[src/rtl/alu_share_arb.sv]
// Round-robin arbiter sharing the EX-stage ALU between the issue port (0) and branch/aux port (1).
// Build option ALU_ARB_FIXED_PRIO_EN: requester 0 always wins contention and no pointer is kept.
//
// state   | meaning
// S_EMPTY | no result held, rsp_valid = 0
// S_FULL  | one result held, rsp_valid = 1
module alu_share_arb #(
   parameter int WIDTH = 32
) (
   input  logic             clk,
   input  logic             rst_n,
   input  logic             req0_valid,
   output logic             req0_ready,
   input  logic [3:0]       req0_op,
   input  logic [WIDTH-1:0] req0_a,
   input  logic [WIDTH-1:0] req0_b,
   input  logic             req1_valid,
   output logic             req1_ready,
   input  logic [3:0]       req1_op,
   input  logic [WIDTH-1:0] req1_a,
   input  logic [WIDTH-1:0] req1_b,
   output logic [WIDTH-1:0] alu_a,
   output logic [WIDTH-1:0] alu_b,
   output logic [3:0]       alu_ctrl,
   input  logic [WIDTH-1:0] alu_c,
   input  logic             alu_zero,
   output logic             rsp_valid,
   input  logic             rsp_ready,
   output logic             rsp_id,
   output logic [WIDTH-1:0] rsp_c,
   output logic             rsp_zero,
   output logic             rsp_err
);

   typedef enum logic {S_EMPTY = 1'b0, S_FULL = 1'b1} state_t;

   state_t           state_q, state_d;
   logic             grant0, grant1;
   logic             can_issue, accept, op_legal;
   logic [WIDTH-1:0] rsp_c_q, rsp_c_d;
   logic             rsp_zero_q, rsp_zero_d;
   logic             rsp_id_q, rsp_id_d;
   logic             rsp_err_q, rsp_err_d;

   // Grants look only at the valids so ready never feeds back into itself.
`ifdef ALU_ARB_FIXED_PRIO_EN
   always_comb begin
      grant0 = req0_valid;
      grant1 = req1_valid & ~req0_valid;
   end
`else
   logic ptr_q, ptr_d;

   always_comb begin
      grant0 = req0_valid & (~req1_valid | ~ptr_q);
      grant1 = req1_valid & (~req0_valid | ptr_q);
      ptr_d  = accept ? ~ptr_q : ptr_q;
   end

   always_ff @(posedge clk or negedge rst_n) begin
      if (!rst_n) begin
         ptr_q <= 1'b0;
      end else begin
         ptr_q <= ptr_d;
      end
   end
`endif

   assign can_issue  = (state_q == S_EMPTY) | rsp_ready;
   assign accept     = can_issue & (grant0 | grant1);
   assign req0_ready = rst_n & can_issue & grant0;
   assign req1_ready = rst_n & can_issue & grant1;

   always_comb begin
      alu_a    = '0;
      alu_b    = '0;
      alu_ctrl = 4'b0000;
      if (grant0) begin
         alu_a    = req0_a;
         alu_b    = req0_b;
         alu_ctrl = req0_op;
      end else if (grant1) begin
         alu_a    = req1_a;
         alu_b    = req1_b;
         alu_ctrl = req1_op;
      end
   end

   always_comb begin
      case (alu_ctrl)
         4'b0000, 4'b0001, 4'b0010, 4'b0011,
         4'b0100, 4'b0101, 4'b0110, 4'b0111,
         4'b1000, 4'b1001, 4'b1010, 4'b1100: op_legal = 1'b1;
         default:                             op_legal = 1'b0;
      endcase
   end

   always_ff @(posedge clk or negedge rst_n) begin
      if (!rst_n) begin
         state_q <= S_EMPTY;
      end else begin
         state_q <= state_d;
      end
   end

   always_comb begin
      state_d = state_q;
      case (state_q)
         S_EMPTY: if (accept) state_d = S_FULL;
         S_FULL:  if (!accept && rsp_ready) state_d = S_EMPTY;
         default: state_d = S_EMPTY;
      endcase
   end

   always_comb begin
      rsp_valid = (state_q == S_FULL);
   end

   // The ALU keeps its previous C on unknown codes, so illegal ops report zeros instead.
   always_comb begin
      rsp_c_d    = rsp_c_q;
      rsp_zero_d = rsp_zero_q;
      rsp_id_d   = rsp_id_q;
      rsp_err_d  = rsp_err_q;
      if (accept) begin
         rsp_id_d = grant1;
         if (op_legal) begin
            rsp_c_d    = alu_c;
            rsp_zero_d = alu_zero;
            rsp_err_d  = 1'b0;
         end else begin
            rsp_c_d    = '0;
            rsp_zero_d = 1'b0;
            rsp_err_d  = 1'b1;
         end
      end
   end

   always_ff @(posedge clk or negedge rst_n) begin
      if (!rst_n) begin
         rsp_c_q    <= '0;
         rsp_zero_q <= 1'b0;
         rsp_id_q   <= 1'b0;
         rsp_err_q  <= 1'b0;
      end else begin
         rsp_c_q    <= rsp_c_d;
         rsp_zero_q <= rsp_zero_d;
         rsp_id_q   <= rsp_id_d;
         rsp_err_q  <= rsp_err_d;
      end
   end

   assign rsp_c    = rsp_c_q;
   assign rsp_zero = rsp_zero_q;
   assign rsp_id   = rsp_id_q;
   assign rsp_err  = rsp_err_q;

endmodule

[config.mk]
export PLATFORM = sky130hd
export DESIGN_NAME = alu_share_arb
export DESIGN_NICKNAME = d
export VERILOG_FILES = /design/src/rtl/alu_share_arb.sv
export SDC_FILE = /design/constraint.sdc
export NUM_CORES = 1
export LEC_CHECK = 0
export CORE_MARGIN = 8
export CORE_UTILIZATION = 27
export CTS_BUF_LIST = sky130_fd_sc_hd__clkbuf_16
export CTS_CLUSTER_SIZE = 25
export DETAILED_ROUTE_END_ITERATION = 7
export PLACE_DENSITY = 0.81
export SLEW_MARGIN = 20
export SYNTH_ARGS = -nofsm -noshare
export SYNTH_HDL_FRONTEND = slang
export SYNTH_SLANG_ARGS = --single-unit
[constraint.sdc]
create_clock -name clk -period 2.65 [get_ports clk]
set_input_delay 0.53 -clock clk [delete_from_list [all_inputs] [get_ports clk]]
set_output_delay 0.53 -clock clk [all_outputs]
set_load 0.01 [all_outputs]
* Yosys cells after proc, flatten, opt, wreduce, memory -nomap -nowiden
Memories as Yosys holds them, arrays and structs flattened.
Index checks and enable logic that the tools add are counted.
W data, S select, Z words.
** Cells by class
- $add $sub $neg :: 0
- $mul :: 0
- Div/mod/pow operators :: 0
- $lt $le $gt $ge :: 0
- Equality and inequality tests :: 0
- Shifts and indexed selects :: 0
- Muxes and demuxes :: 12
- Bitwise operators :: 14
- Reduce and logical (&&, ||, !) cells :: 2
** Operators by type and width (number)
- $mux W32 :: 5
- $mux W4 :: 2
- $and A1 B1 Y1 :: 6
- $mux W1 :: 4
- $not A1 Y1 :: 4
- $or A1 B1 Y1 :: 4
- $pmux W1 S2 :: 1
- $logic_and A1 B1 Y1 :: 1
- $logic_not A1 Y1 :: 1
** Storage, ports and cells
- Register bits after elaboration :: 37
- Latch bits :: 0
- Bits in writable memories :: 0
- Bits in read-only memories :: 16
- Bits of input ports :: 174
- Output and inout port bits :: 106
- Word-level logic and storage cells :: 35
- Memories :: 1
** Memory list
- (name not given) :: depth 16, bits a word 1, rd ports 1, clocked after memory_dff 0, wr ports 0, RTL line 90 : case (alu_ctrl)

* Logic depth before layout (Yosys ltp)
Gate-level depths: netlist of the first run.
- Word-level depth :: 9
- Depth in mapped cells :: 6
- Gate-level depth less buffers :: 4

* Least setup slack after synthesis of the first run
No wires, ideal clock.
- Path type :: input port to output port
- From :: input port req1_valid
- To :: output port alu_a[0]
- Arrival :: 1.712 ns
- Data required time :: 2.120 ns
- Path slack :: 0.408 ns
- Cell stages on the path :: 5
- Buffers on the path :: 3
- Cell sequence :: buf_2 > a21boi_4 > clkbuf_1 > buf_1 > a22o_1
** Between the ends
- Cells in the longest elaborated chain, start to end :: 4
- Elaborated cells between the ends (all ways) :: 6
- Those cells by class :: mux: 2; bitwise: 4
** Ends and longest elaborated chain
- start, declared :: RTL line 17 : input logic req1_valid,
- $not A1 Y1 :: RTL line 55 : grant0 = req0_valid & (~req1_valid | ~ptr_q);
- $or A1 B1 Y1 :: RTL line 55
- $and A1 B1 Y1 :: RTL line 55
- $mux W32 (*) :: RTL line 78 : if (grant0) begin
- end, declared :: RTL line 22 : output logic [WIDTH-1:0] alu_a,
Mark *: on every way between the ends. The rest lies on a longest branch, timed or not.

* Final worst setup path of the first run
- From :: register ptr_q
- To :: output port alu_a[31]
** Between the ends
- Cells in the longest elaborated chain, start to end :: 4
- Elaborated cells between the ends (all ways) :: 7
- Those cells by class :: mux: 2; bitwise: 5
** Ends and longest elaborated chain
- start, declared :: RTL line 52 : logic ptr_q, ptr_d;
- start signal, assigned :: RTL line 64 : ptr_q <= ptr_d;
- $or A1 B1 Y1 or $not A1 Y1 (tied branches) :: RTL line 56, 55
- $and A1 B1 Y1 or $or A1 B1 Y1 (tied branches) :: RTL line 56, 55
- $mux W32 or $and A1 B1 Y1 (tied branches) :: RTL line 82, 55
- $mux W32 (*) :: RTL line 78
Marks and branches as above.

==> results.sh, run 1 <==
export IMPL_status="complete, no violations"
export IMPL_regToRegEndpoint="rsp_c[31]"
export IMPL_synth_avg_cell_area_um2=9.369
export IMPL_cts_htree_levels=2
export IMPL_drt_pass1_iterations=7
export IMPL_max_cap_violations=0
export IMPL_fmax_ghz=0.3948
export IMPL_final_hold_violation_count=0
export IMPL_drt_vias_per_instance=4.951
export IMPL_clockBufferDepth=2
export IMPL_share_of_post_route_cells_with_drive_strength_above_1_pct=10.31
export IMPL_avgRoutedWirePerCell_um=22.24
export IMPL_die_h_um=109.5
export IMPL_synth_top_cell_area_share_pct=39.22
export IMPL_layout_worst_path_cycle_share_pct=95.57
export IMPL_setup_worst_path_start="ptr_q"
export IMPL_critical_path_n_buffers_inverters=2
export IMPL_power_density_nw_per_um2=527.6
export IMPL_drtAntennaViolNets=0
export IMPL_area_sequential_um2=925.9
export IMPL_rsz0062_at_grt="no"
export IMPL_setup_failing_eps_final=0
export IMPL_antenna_found_initial=2
export IMPL_detailed_place_hpwl_mm=11.86
export IMPL_min_period_ns=2.533
export IMPL_path_depth=5
export IMPL_clkSinkCount=37
export IMPL_critical_path_top_delay_family="buffers and inverters"
export IMPL_timing_max_transition_violations_final=0
export IMPL_post_route_drc_count=0
export IMPL_cts_root_buf="sky130_fd_sc_hd__clkbuf_16"
export IMPL_timing_worst_setup_path_type="flop to output pin"
export IMPL_fillCellCount=708
export IMPL_first_pass_grt_wire_length_mm=19.67
export IMPL_synth_distinct_cells=23
export IMPL_max_vdd_ir_drop_uv=402.3
export IMPL_wirelength_mm=14.48
export IMPL_grt_pass1_vias=3286
export IMPL_ios=280
export IMPL_multi_input_comb_area_um2=1315
export IMPL_core_box_area_um2=8593
export IMPL_timing_reg2reg_setup_slack_ns=0.67
export IMPL_cts_reportedPaths_clkPinSlew_ns=0.06
export IMPL_worst_endpoint_required_ns=2.12
export IMPL_net_count_final=716
export IMPL_grt_overflow_total=0
export IMPL_max_slew_worst_pin_slew_ns=0.4130
export IMPL_detail_route_iter0_violations=185
export IMPL_hp_class="input pin to async pin"
export IMPL_ys_ff_latch=37
export IMPL_die_w_um=109.5
export IMPL_tritoncts="built"
export IMPL_postSynthNetCount=426
export IMPL_cell_area_synth_um2=2361
export IMPL_area_of_the_die_um2=11990
export IMPL_cts_buffers_inserted=5
export IMPL_placementRows=34
export IMPL_yosysTopAreaCell="sky130_fd_sc_hd__dfrtp_1"
export IMPL_crit_end="alu_a[31]"
export IMPL_fin_total_pwr_uw=3000
export IMPL_placement_io_buffers=279
export IMPL_insertedDiodeCount=0
export IMPL_static_power_due_to_leakage_uw=0.002798
export IMPL_critPathLaunchType="flop"
export IMPL_grt_start_max_net_pins=34
export IMPL_synth_seq_area_share_pct=39.22
export IMPL_critPathCaptureType="output pin"
export IMPL_critical_path_peak_fanout=15
export IMPL_synth_area_top_cells="sky130_fd_sc_hd__dfrtp_1, sky130_fd_sc_hd__a22o_1, sky130_fd_sc_hd__nand2_1, sky130_fd_sc_hd__o31ai_1, sky130_fd_sc_hd__o31ai_2"
export IMPL_area_growth_syn_to_fin_pct=140.8
export IMPL_clkLatencyLatePin_ns=0.28
export IMPL_yosys_warnings=0
export IMPL_initial_core_util_pct=27.48
export IMPL_via_count=3223
export IMPL_crit_chain="nand2b_1, and2_4, clkbuf_16, a22o_1, clkdlybuf4s50_1"
export IMPL_final_skew_ns=0.004694
export IMPL_r2r_depth=8
export IMPL_critical_path_reg2reg_startpoint="ptr_q"
export IMPL_globalplace_congestion=0.8791
export IMPL_cpPeakStageDelay_ns=0.48
export IMPL_timing_max_slew_rel_slack_pct=72.47
export IMPL_synthesis_instances=252
export IMPL_worstPathArrival_ns=2.00
export IMPL_final_core_util_pct=66.16
export IMPL_finalSetupTns_ns=0
export IMPL_cpMaxStageDelayCell="sky130_fd_sc_hd__clkdlybuf4s50_1"
export IMPL_global_route_usage_over_all_layers_pct=21.24
[stage by stage]
step / hold WS, ns / std cells / cell area, um2 / setup WS [ns]
4_1_cts: 0.08105 / 645 / 5543 / -0.1856
5_1_grt: 0.08185 / 651 / 5685 / 0.06570
3_3_place_gp: 0.3785 / 637 / 5428 / -0.2064
3_5_place_dp: 0.3786 / 637 / 5428 / -0.2795
6_report: 0.08229 / 651 / 5685 / 0.1174
2_1_floorplan: 0.2344 / 252 / 2361 / 0.4081
[cell families (layout without fill, tap and decap cells)]
family	after synthesis	count (layout)	share of synthesized area [%]
compound gates	107	107	41.65
xor+xnor	1	1	0.3710
fa+ha+maj	1	1	0.4240
buf+inv	31	322	5.617
flops	37	37	39.22
simple gates	75	75	12.72
[report_power, final]
group / total [uW] / leakage, uW / switching (uW) / internal (uW)
logic: 1610 / 0.00226 / 687 / 927
clock network: 654 / 0.0000826 / 217 / 437
registers: 731 / 0.000455 / 65.5 / 665
[area by class of cell]
cell class                      count  share of cell area, %
Timing Repair Buffer              310                  55.08
Sequential cell                    37                  16.29
Multi-Input combinational cell    184                  23.13
Clock inverter                      3                 0.6602
Clock buffer                        5                  2.201
Tap cell                          108                  2.377
Inverter                            4                 0.2641
[synth_stat cells]
cell type	n
sky130_fd_sc_hd__nor3_2	1
sky130_fd_sc_hd__o31ai_1	24
sky130_fd_sc_hd__nor2_1	1
sky130_fd_sc_hd__clkbuf_1	12
sky130_fd_sc_hd__xnor2_1	1
sky130_fd_sc_hd__inv_1	4
sky130_fd_sc_hd__a211oi_4	1
sky130_fd_sc_hd__buf_4	2
sky130_fd_sc_hd__o21a_1	1
sky130_fd_sc_hd__and3_1	2
sky130_fd_sc_hd__and2_1	1
sky130_fd_sc_hd__maj3_1	1
sky130_fd_sc_hd__a21boi_4	1
sky130_fd_sc_hd__dfrtp_1	37
sky130_fd_sc_hd__buf_1	6
sky130_fd_sc_hd__o21ai_1	1
sky130_fd_sc_hd__nand2_1	68
sky130_fd_sc_hd__nand2b_1	2
sky130_fd_sc_hd__a32oi_2	3
sky130_fd_sc_hd__o31ai_2	10
sky130_fd_sc_hd__buf_2	7
sky130_fd_sc_hd__a32oi_1	1
sky130_fd_sc_hd__a22o_1	65
[what timing repair did]
item	in CTS	in global routing
cloned	0	2
hold buffers	0	0
pin swaps	0	1
endpoints found under the setup margin	70	41
buffers inserted	0	4
gates resized for setup	44	31
[layout by cell type (no fill, tap or decap)]
cell type	netlist	final
sky130_fd_sc_hd__clkdlybuf4s50_1	0	208
sky130_fd_sc_hd__nand2_1	68	68
sky130_fd_sc_hd__a22o_1	65	65
sky130_fd_sc_hd__dlygate4sd2_1	0	42
sky130_fd_sc_hd__dfrtp_1	37	37
sky130_fd_sc_hd__dlymetal6s2s_1	0	28
sky130_fd_sc_hd__o31ai_1	24	24
sky130_fd_sc_hd__buf_4	2	22
sky130_fd_sc_hd__o31ai_2	10	10
sky130_fd_sc_hd__clkbuf_16	0	6
sky130_fd_sc_hd__buf_12	0	6
sky130_fd_sc_hd__inv_1	4	5
sky130_fd_sc_hd__a32oi_2	3	3
sky130_fd_sc_hd__nand2b_1	2	2
sky130_fd_sc_hd__and3_1	2	2
sky130_fd_sc_hd__buf_2	7	2
sky130_fd_sc_hd__and2_4	0	1
sky130_fd_sc_hd__a21boi_4	1	1
sky130_fd_sc_hd__a32oi_1	1	1
sky130_fd_sc_hd__nor2_1	1	1
sky130_fd_sc_hd__nor3_4	0	1
sky130_fd_sc_hd__a211oi_4	1	1
sky130_fd_sc_hd__o21a_1	1	1
sky130_fd_sc_hd__o21ai_2	0	1
sky130_fd_sc_hd__xnor2_1	1	1
sky130_fd_sc_hd__maj3_1	1	1
sky130_fd_sc_hd__clkinv_1	0	1
sky130_fd_sc_hd__bufinv_16	0	1
sky130_fd_sc_hd__buf_6	0	1
[flip-flops by register name, summed over array words and instances (netlist names)]
| name | count |
|---|---|
| rsp_id | 1 |
| rsp_c | 32 |
| rsp_zero | 1 |
| rsp_valid | 1 |
| rsp_err | 1 |
| ptr_q | 1 |
[worst min path at each step]
stage	startpoint	end	slack (ns)	cells after the start
2_1_floorplan	rst_n	ptr_q	0.23	0
3_3_place_gp	rst_n	rsp_c[8]	0.38	1
3_5_place_dp	rst_n	rsp_c[4]	0.38	1
4_1_cts	rst_n	rsp_c[4]	0.08	1
5_1_grt	rst_n	rsp_c[4]	0.08	1
6_report	rst_n	rsp_c[4]	0.08	1
[per-layer routing]
metal | vias up | track usage, % | wire length [um]
met5 | - | 0 | 34
met1 | 1511 | 23.79 | 5109
li1 | 1525 | - | -
met4 | 4 | 3.857 | 111
met2 | 171 | 37.21 | 7522
met3 | 12 | 8.792 | 1702
Note: power is estimated with default switching activity, not from simulation.
==> run 2: changes to the inputs <==
==> constraint.sdc (replaced) <==
create_clock -name clk -period 2.7 [get_ports clk]
set_input_delay 0.54 -clock clk [delete_from_list [all_inputs] [get_ports clk]]
set_output_delay 0.54 -clock clk [all_outputs]
set_load 0.01 [all_outputs]
==> run 2 against run 1 <==
Against the previous run: clock-buffer cell count unchanged; worst hold slack better by 0.0059 ns; core utilization down 0.32 points; flip-flop and latch count unchanged; routed wire length up 0.17%; clock power down 1%; register-to-register slack about the same; via count up 0.19%.
==> results.sh, run 2 (synthesis results as in run 1) <==
export IMPL_placement_io_buffers=279
export IMPL_crit_chain="clkdlybuf4s50_1, a21boi_4, buf_4, buf_12, a22o_1, dlygate4sd2_1"
export IMPL_setup_failing_eps_final=0
export IMPL_critPathCaptureType="output pin"
export IMPL_critPathLaunchType="input pin"
export IMPL_final_hold_violation_count=0
export IMPL_placementRows=34
export IMPL_avgRoutedWirePerCell_um=22.38
export IMPL_global_route_usage_over_all_layers_pct=21.60
export IMPL_detail_route_iter0_violations=206
export IMPL_cpMaxStageDelayCell="sky130_fd_sc_hd__clkdlybuf4s50_1"
export IMPL_power_density_nw_per_um2=517.4
export IMPL_ios=280
export IMPL_cts_reportedPaths_clkPinSlew_ns=0.06
export IMPL_final_skew_ns=0.004228
export IMPL_die_w_um=109.5
export IMPL_drtAntennaViolNets=0
export IMPL_worstPathArrival_ns=2.11
export IMPL_clkSinkCount=37
export IMPL_tritoncts="built"
export IMPL_timing_max_slew_rel_slack_pct=72.49
export IMPL_final_cell_mix="sky130_fd_sc_hd__clkdlybuf4s50_1, sky130_fd_sc_hd__nand2_1, sky130_fd_sc_hd__a22o_1"
export IMPL_insertedDiodeCount=0
export IMPL_hp_class="input pin to async pin"
export IMPL_area_of_the_die_um2=11990
export IMPL_layout_worst_path_cycle_share_pct=98.33
export IMPL_fmax_ghz=0.3767
export IMPL_timing_worst_setup_path_type="input pin to output pin"
export IMPL_max_vdd_ir_drop_uv=356.9
export IMPL_cts_hold_repair_buffers=0
export IMPL_drt_vias_per_instance=4.983
export IMPL_final_common_cell="sky130_fd_sc_hd__clkdlybuf4s50_1"
export IMPL_worst_endpoint_required_ns=2.16
export IMPL_die_h_um=109.5
export IMPL_grt_start_max_net_pins=34
export IMPL_detailroute_wirelength_met2_mm=7.389
export IMPL_wirelength_mm=14.50
export IMPL_cpPeakStageDelay_ns=0.52
export IMPL_critical_path_n_buffers_inverters=4
export IMPL_finalInstanceArea_um2=5658
export IMPL_clkLatencyLatePin_ns=0.27
export IMPL_via_count=3229
export IMPL_dpl_cell_area_um2=5428
export IMPL_status="complete, no violations"
export IMPL_core_box_area_um2=8593
export IMPL_globalplace_congestion=0.8785
export IMPL_static_power_due_to_leakage_uw=0.002761
export IMPL_cts_htree_levels=2
export IMPL_grt_pass1_vias=3360
export IMPL_critical_path_peak_fanout=29
export IMPL_net_count_final=713
export IMPL_initial_core_util_pct=27.48
export IMPL_clockBufferDepth=2
export IMPL_timing_reg2reg_setup_slack_ns=0.66
export IMPL_area_growth_syn_to_fin_pct=139.6
export IMPL_share_of_post_route_cells_with_drive_strength_above_1_pct=9.815
export IMPL_post_route_drc_count=0
export IMPL_detailed_place_hpwl_mm=11.99
export IMPL_cts_buffers_inserted=5
export IMPL_cts_root_buf="sky130_fd_sc_hd__clkbuf_16"
export IMPL_drt_pass1_iterations=4
export IMPL_antenna_found_initial=3
export IMPL_critical_path_top_delay_family="buffers and inverters"
export IMPL_met1Wirelength_mm=5.159
export IMPL_max_cap_violations=0
export IMPL_top_layer_used="met5"
export IMPL_route_met3_wl_mm=1.644
export IMPL_first_pass_grt_wire_length_mm=19.98
export IMPL_largest_register_ffs=32
export IMPL_final_core_util_pct=65.84
export IMPL_timing_max_transition_violations_final=0
export IMPL_max_slew_worst_pin_slew_ns=0.4127
export IMPL_min_period_ns=2.655
export IMPL_grt_overflow_total=0
[run 2: changes by cell type in the layout (fill, tap and decap cells not counted), sizes merged]
cell           before  now
clkdlybuf4s15       0    5
dlymetal6s2s       28   26
buf                31   28
dlygate4sd2        42   40
clkdlybuf4s50     208  207
[run 2: final cells by class]
type	count	area, um2
timing repair buffer	307	3104
tap	108	135.1
fill	703	2935
multi-input combinational	184	1315
clock inverter	3	37.54
inverter	4	15.01
clock buffer	5	125.1
sequential	37	925.9
[run 2: path summary, 6_finish.rpt]
path	start	to	depth (start not counted)
worst max-delay path	req0_valid	alu_a[23]	6
worst min-delay path	rst_n	rsp_c[4]	1
worst max register to register	ptr_q	rsp_c[31]	8
worst min register to register	rsp_c[27]	rsp_c[27]	2
max in group asynchronous	rst_n	rsp_err	2
min in group clk	rsp_c[27]	rsp_c[27]	2
[run 2: metal layers]
layer,vias to the layer above,track usage (%)
met1,1516,23.50
met5,-,0
met3,27,9.613
met4,6,4.629
met2,160,37.86
li1,1520,-
[run 2: per-stage QoR]
stage	TNS, ns	cells	power, uW	worst slack [ns]	hold slack (ns)
4_1_cts	-2.747	645	2952	-0.1346	0.09002
3_5_place_dp	-10.81	637	2370	-0.2275	0.3859
5_1_grt	-0.003030	648	3079	-0.003030	0.09549
2_1_floorplan	0	252	1326	0.4381	0.2444
6_report	0	648	2928	0.04515	0.08823
3_3_place_gp	-8.264	637	2342	-0.1771	0.3884
[run 2: power breakdown]
part	internal (uW)	total (uW)	switching [uW]
Combinational	897	1570	670
Clock	429	645	216
Sequential	653	715	62.1
[run 2: what timing repair did]
| action | 4_1_cts | 5_1_grt |
|---|---|---|
| buffers inserted | 0 | 2 |
| endpoints found under the setup margin | 70 | 26 |
| resized for setup | 49 | 31 |
| cloned | 0 | 1 |
| hold endpoints to repair | 0 | 0 |
